$ cat src/rtl/clk_div_bank.sv
// Bank of independent programmable clock/tick dividers with per-channel enable,
// global phase-align and a glitch-free half-period update handshake.
module clk_div_bank #(
  parameter int unsigned NCH = 2,
  parameter int unsigned W = 25,
  parameter logic [NCH*W-1:0] DEF_HALF = {25'd9999, 25'd24999999},
  parameter int unsigned CW = (NCH > 1) ? $clog2(NCH) : 1
) (
  input  logic           clk,
  input  logic           rst,
  input  logic [NCH-1:0] en,
  input  logic           sync,
  input  logic           cfg_valid,
  input  logic [CW-1:0]  cfg_ch,
  input  logic [W-1:0]   cfg_half,
  output logic           cfg_ready,
  output logic [NCH-1:0] clk_out,
  output logic [NCH-1:0] tick
);

  logic [NCH-1:0] pending;
  logic [NCH-1:0] accept;

  // Out-of-range channel selects fall through with ready held high.
  always_comb begin
    cfg_ready = 1'b1;
    for (int i = 0; i < NCH; i++) begin
      if (cfg_ch == CW'(i)) cfg_ready = ~pending[i];
    end
  end

  always_comb begin
    accept = '0;
    for (int i = 0; i < NCH; i++) begin
      accept[i] = cfg_valid && (cfg_ch == CW'(i)) && !pending[i];
    end
  end

  for (genvar g = 0; g < NCH; g++) begin : g_ch
    logic [W-1:0] cnt;
    logic [W-1:0] half;
    logic [W-1:0] shadow;
    logic         pend;
    logic         clk_q;
    logic         tick_q;
    logic         idle;
    logic         wrap;

    assign idle = sync || !en[g];
    assign wrap = !idle && (cnt == half);

    // Staged half-period only moves into the active slot when the counter is at 0.
    always_ff @(posedge clk) begin
      if (rst) begin
        cnt    <= '0;
        half   <= DEF_HALF[g*W +: W];
        shadow <= DEF_HALF[g*W +: W];
        pend   <= 1'b0;
        clk_q  <= 1'b0;
        tick_q <= 1'b0;
      end else begin
        if (accept[g]) begin
          shadow <= cfg_half;
          pend   <= 1'b1;
        end
        if ((idle || wrap) && pend) begin
          half <= shadow;
          pend <= 1'b0;
        end
        if (idle) begin
          cnt    <= '0;
          clk_q  <= 1'b0;
          tick_q <= 1'b0;
        end else if (wrap) begin
          cnt    <= '0;
          clk_q  <= ~clk_q;
          tick_q <= 1'b1;
        end else begin
          cnt    <= cnt + W'(1);
          tick_q <= 1'b0;
        end
      end
    end

    assign pending[g] = pend;
    assign clk_out[g] = clk_q;
    assign tick[g]    = tick_q;
  end

endmodule

$ cat config.mk
export PLATFORM = sky130hd
export DESIGN_NAME = clk_div_bank
export DESIGN_NICKNAME = d
export VERILOG_FILES = /design/src/rtl/clk_div_bank.sv
export SDC_FILE = /design/constraint.sdc
export NUM_CORES = 1
export LEC_CHECK = 0
export CAP_MARGIN = 20
export CORE_MARGIN = 2
export CORE_UTILIZATION = 63
export CTS_CLUSTER_DIAMETER = 50
export DETAILED_ROUTE_END_ITERATION = 10
export DONT_BUFFER_PORTS = 1
export GPL_TIMING_DRIVEN = 0
export PLACE_DENSITY = 0.79
export SKIP_LAST_GASP = 1
export SLEW_MARGIN = 30
export SYNTH_ARGS = -nofsm -noshare
export SYNTH_HDL_FRONTEND = slang
export SYNTH_SLANG_ARGS = --single-unit
export TNS_END_PERCENT = 20
$ cat constraint.sdc
create_clock -name clk -period 1.9 [get_ports clk]
set_input_delay 0.285 -clock clk [delete_from_list [all_inputs] [get_ports clk]]
set_output_delay 0.285 -clock clk [all_outputs]
set_load 0.1 [all_outputs]
==> results of run 1 <==
-- state kept, by name, summed over array words and instances, names as in the netlist --
register and count:
g_ch.cnt 50, g_ch.half 50, g_ch.shadow 50, g_ch.clk_q 2
g_ch.pend 2, g_ch.tick_q 2
-- cells by family after synthesis --
group	count (synthesis)
compound gates	33
xor+xnor	96
fa+ha+maj	2
buf+inv	58
flops	156
mux	51
simple gates	392
-- critical path, stage by stage (launching register included) --
cell     delay, ns
dfxtp_1       0.48
ha_1          0.37
nand3_1       0.31
nor4_2        0.40
xnor2_1       0.18
nor2_1        0.07
-- per-stage QoR --
| step | hold WS [ns] | cells | utilization [%] | TNS [ns] | setup slack [ns] |
|---|---|---|---|---|---|
| after floorplan | 0.406 | 788 | - | 0 | 0.207 |
| after global placement | 0.412 | 928 | 65.8 | -16.38 | -0.357 |
| after detailed placement | 0.416 | 928 | 65.9 | -18.19 | -0.377 |
| after CTS | 0.0561 | 985 | 73.9 | -1.29 | -0.0756 |
| after global routing | 0.0987 | 999 | 75.8 | -5.07 | -0.124 |
| final | 0.0804 | 999 | 75.8 | -0.0490 | -0.0227 |
-- report_power, final --
part	switching (mW)	internal (mW)	total [mW]
logic	0.287	0.227	0.514
registers	0.0582	3.36	3.42
clock network	1.30	1.99	3.29
total	1.64	5.58	7.22
-- cell usage after synthesis, drive strengths merged --
cell type,count
a21oi,27
and2,1
and3,7
and4,4
buf,20
clkbuf,28
dfxtp,156
ha,2
inv,10
mux2i,51
nand2,118
nand2b,52
nand3,14
nand3b,25
nand4,16
nor2,113
nor3,21
nor4,15
o21ai,4
o21bai,2
or2,4
or3,2
xnor2,30
xor2,66
-- routing by layer --
metal	share of wire, %	routed length (um)	track usage [%]
met1	45	7640	39.3
met2	46	7850	46.2
met3	7.4	1260	7.05
met4	1.5	257	9.89
met5	0	0	0
-- what timing repair did --
action                                 in CTS  in global routing
hold buffers                               25                  0
pin swaps                                   1                  8
gates cloned                                0                  2
gates resized for setup                     6                 17
buffers inserted                            1                 13
endpoints found under the hold margin      50                  0
setup endpoints to repair                 100                 86
-- layout make-up --
| cell class | instances | area (um2) |
|---|---|---|
| clock buffers | 24 | 480 |
| clock inverters | 7 | 87.6 |
| inverters | 10 | 37.5 |
| repair buffers | 41 | 405 |
| fillers | 710 | 2610 |
| flip-flops and latches | 156 | 3130 |
| multi-input cells | 574 | 3570 |
| well taps | 140 | 175 |
| plain buffers | 47 | 297 |
-- path summary, 6_finish.rpt --
path,start,to,cells past startpoint
worst min register to register,g_ch[1].shadow[12],g_ch[1].shadow[12],2
worst min-delay path,en[0],g_ch[0].clk_q,3
worst max-delay path,g_ch[1].cnt[1],g_ch[1].cnt[24],5
worst max register to register,g_ch[1].cnt[1],g_ch[1].cnt[24],5
==> metrics.cfg, run 1 <==
[floorplan]
initial_core_util_pct=64.2
coreArea_um2=10800
ios=37
die_y_um=109
fp.dieArea_um2=11800
chipWidth_um=109
num_rows=38

[synth]
syn_avg_cell_area_um2=8.79
syn_inst=788
ys_warn_count=0
netlist_area_um2=6930
synthDominantCellAreaShare_pct=45.1
synth_top_family_by_area=simple AND/OR/NAND/NOR gates
synth.distinct_cells=32
synth.area.top_cells=dfxtp_1 (45%), xor2_1 (8.3%), mux2i_1 (7.4%)
synth-xor-area-share_pct=12.1
synthMuxAreaShare_pct=7.37
synthAdderAreaFrac_pct=0.361
synth_area_leader_cell=dfxtp_1
synth-simple-area-share_pct=27.8
synth_seq_cells=156
syn_nets=822
synth_compound_area_share_pct=2.57
seq_area_frac_synth_pct=45.1

[setup_path]
worstPathMaxFanout=7
regToRegSetupSlack_ns=-0.02
crit_path_start_kind=flop
critical_path_arrival_ns=2.35
worstSetupEndpointType=flop
cp.required_ns=2.33
critical_path_class=reg -> reg

[drt]
dr_total_vias=5630
ant_nets=0
drt_iter0_drc=467
dr.pass1.iters=5
wire_per_inst_um=17.0
viasPerCell=5.64
remaining_drc_errors=0
drt-total-wl_mm=17.0

[timing]
slew_headroom_pct=45.6
drv_slew=0
finalCritPeriodShare_pct=101
hold_violations=0
fmax_ghz=0.520
layout_setup_ws_ns=-0.0227
finClkSkew_ns=0.00745
setup_viol=5
tightest_slew_ns=0.799
fin_crit_ns=1.92
rsz0062_at_grt=yes

[global_routing]
antenna_found_initial=0
overflow=0
grt_usage_pct=29.2
grt_max_degree=17
grt_pass1_vias=5382
grt_pass1_wl_mm=26.2

[clocking]
cts_tree=done
htreeDepth=4
clk_latency_ns=0.54
clock_sinks=156
cts_max_path_buffers=2
cts-root-buf=clkbuf_8
cts_made_buffers=17
clkTransAtPathRegs_ns=0.06

[placed_design]
dp_hpwl_mm=11.6
port_buffers=0
place_area_um2=7110
gp_congestion=0.941

[min_path]
hp-class=in -> reg

[cells_and_area]
fin_area_um2=8180
final_common_cell=dfxtp_1
finish.net_count=881
layout_common_cells=dfxtp_1 (150), nand2_1 (118), nor2_1 (113)
drive_gt1_share_pct=10.9
diodes=0
area_growth_pct=18.1

[power]
power.density_nw_per_um2=883
fin_total_pwr_mw=7.22
peakVddDrop_uv=662
p_leak_nw=3.00

[outcome]
violations=negative setup slack
run_status=complete, but fails checks

[job]
maxCapViolations=0

No activity file was read; power rests on OpenSTA's default activity.
==> inputs of run 2 (changes only) <==
--- a/config.mk
+++ b/config.mk
@@ -6,6 +6,7 @@
 export NUM_CORES = 1
 export LEC_CHECK = 0
 export CAP_MARGIN = 20
+export CORE_ASPECT_RATIO = 1.2
 export CORE_MARGIN = 2
 export CORE_UTILIZATION = 63
 export CTS_CLUSTER_DIAMETER = 50
==> run 2 against run 1 <==
The run still ends with negative setup slack left. Utilization grew 1.1 points. Critical path depth grew 3. Clock power grew 4%. Clock-buffer cell count is the same. Combinational power shrank 5.1%. Via count shrank 1.4%. Final cell count shrank 1.4%. Die area is essentially flat. Global-route usage shrank 0.25 points. Wire length grew 0.83%. Flip-flop and latch count is the same.
==> metrics.cfg, run 2 (same netlist as run 1, synthesis figures left out) <==
[min_path]
hp-class=in -> reg
hp-start=cfg_half[18]
hold_depth=2
holdPathEnd=g_ch[1].shadow[18]

[floorplan]
fp.dieArea_um2=11900
ios=37
initial_core_util_pct=65.2
num_rows=41
coreArea_um2=10600
chipWidth_um=99.7
die_y_um=119

[timing]
layout_setup_ws_ns=-0.0488
holdWs_ns=0.00310
fmax_ghz=0.513
fin_crit_ns=1.95
rsz0062_at_grt=yes
drv_slew=0
setup_viol=7
fin_setup_tns_ns=-0.108
tightest_slew_ns=0.799
slew_headroom_pct=45.6
finalCritPeriodShare_pct=103
hold_violations=0
finClkSkew_ns=0.00738

[setup_path]
regToRegSetupSlack_ns=-0.05
r2r_start=g_ch[1].cnt[0]
critical_path_arrival_ns=2.29
crit_buf_inv=3
worstSetupEndpointType=flop
cp_slowest_cell=or3_1
worstPathMaxFanout=6
crit_chain=buf_2, xor2_1, nor4_2, nand4_2, buf_4, buf_4, or3_1, a21oi_1
cp.required_ns=2.25
cp.depth=8
crit_top_cell=buf_4
crit_path_start_kind=flop
rr_endpoint=g_ch[1].clk_q
r2r_cells=8
critical_path.top_delay_family=simple AND/OR/NAND/NOR gates
critical_path_class=reg -> reg
critPathMaxStageDelay_ns=0.34

[placed_design]
port_buffers=0
dp_hpwl_mm=11.9
placed_cells=917
place_area_um2=7100
place_ws_ns=-0.558
gp_congestion=0.850

[cells_and_area]
drive_gt1_share_pct=9.93
layout_common_cells=dfxtp_1 (153), nand2_1 (118), nor2_1 (113)
finish.net_count=878
diodes=0
fin_area_um2=8160
final_common_cell=dfxtp_1
final_core_util_pct=76.9
area_growth_pct=17.9
stdcell_count=985
top_regs=g_ch.cnt (50), g_ch.half (50), g_ch.shadow (50)

[clocking]
clock_sinks=156
htreeDepth=4
cts_made_buffers=17
clkTransAtPathRegs_ns=0.06
cts-root-buf=clkbuf_16
clk_latency_ns=0.42
cts_tree=done
cts_max_path_buffers=2

[power]
power_frac_clock_pct=46.7
p_seq_share_pct=46.6
power.density_nw_per_um2=899
p_leak_nw=3.01
peakVddDrop_uv=592
internal-power_mw=5.73
fin_total_pwr_mw=7.34
p_sw_share_pct=21.9
p_switching_mw=1.61
combPwrFrac_pct=6.6

[drt]
viasPerCell=5.64
dr.pass1.iters=5
wire_per_inst_um=17.4
dr_total_vias=5551
drt_iter0_drc=367
drt-total-wl_mm=17.1
remaining_drc_errors=0
ant_nets=0

[outcome]
violations=negative setup slack
run_status=complete, but fails checks

[global_routing]
grt_usage_pct=29.0
grt_pass1_wl_mm=26.7
overflow=0
antenna_found_initial=0
grt_pass1_vias=5587
grt_max_degree=17

[job]
maxCapViolations=0

==> run 2: cell count changes in the layout (fill, tap and decap cells not counted), moves of 3 or more <==
cell,change
buf_4,-4
dfxtp_1,+3
dfxtp_2,-3
nor4_2,-4
nor4_4,+3
==> run 2: layout make-up <==
type                       instances  area, um2
buffer                            48        293
clock buffer                      24        482
clock inverter                     7        113
fill                             723       2460
inverter                          10       37.5
multi-input combinational        574       3600
sequential                       156       3130
tap                              129        161
timing repair buffer              37        345
==> run 2: timing repair <==
action                                 CTS  global route
hold buffers                            22             5
setup endpoints to repair               97            86
pin swaps                                3             6
endpoints found under the hold margin   26             5
setup buffers                            3             7
resized for setup                        9            13
==> run 2: worst max path at each step <==
stage | from | slack [ns] | to
floorplan | g_ch[1].cnt[0] | 0.21 | g_ch[1].half[10]
global placement | g_ch[0].cnt[4] | -0.45 | g_ch[0].cnt[22]
detailed placement | g_ch[0].cnt[4] | -0.56 | g_ch[0].cnt[19]
CTS | g_ch[0].cnt[7] | -0.1 | g_ch[0].half[23]
global route | g_ch[1].cnt[0] | -0.16 | g_ch[1].clk_q
finish | g_ch[1].cnt[0] | -0.05 | g_ch[1].clk_q
==> run 2: metal layers <==
metal	vias up	share of wire (%)	global-route usage [%]
met4	0	2.3	9.33
met5	-	0	0
met1	2678	42	35.3
met2	165	50	49.6
li1	2679	-	-
met3	29	5.5	7.57
==> run 2: power by group through the flow <==
stage	clock network, mW	registers, mW	logic (mW)
5_1_grt	3.57	3.42	0.531
3_3_place_gp	0	3.48	0.399
2_1_floorplan	0	3.47	0.328
4_1_cts	3.42	3.42	0.465
3_5_place_dp	0	3.49	0.415
6_report	3.43	3.42	0.488
==> run 2: worst reg2reg max path, stage by stage (launching register included) <==
cell     delay [ns]
dfxtp_1        0.31
buf_2          0.17
xor2_1         0.16
nor4_2         0.27
nand4_2        0.16
buf_4          0.18
buf_4          0.13
or3_1          0.34
a21oi_1        0.14
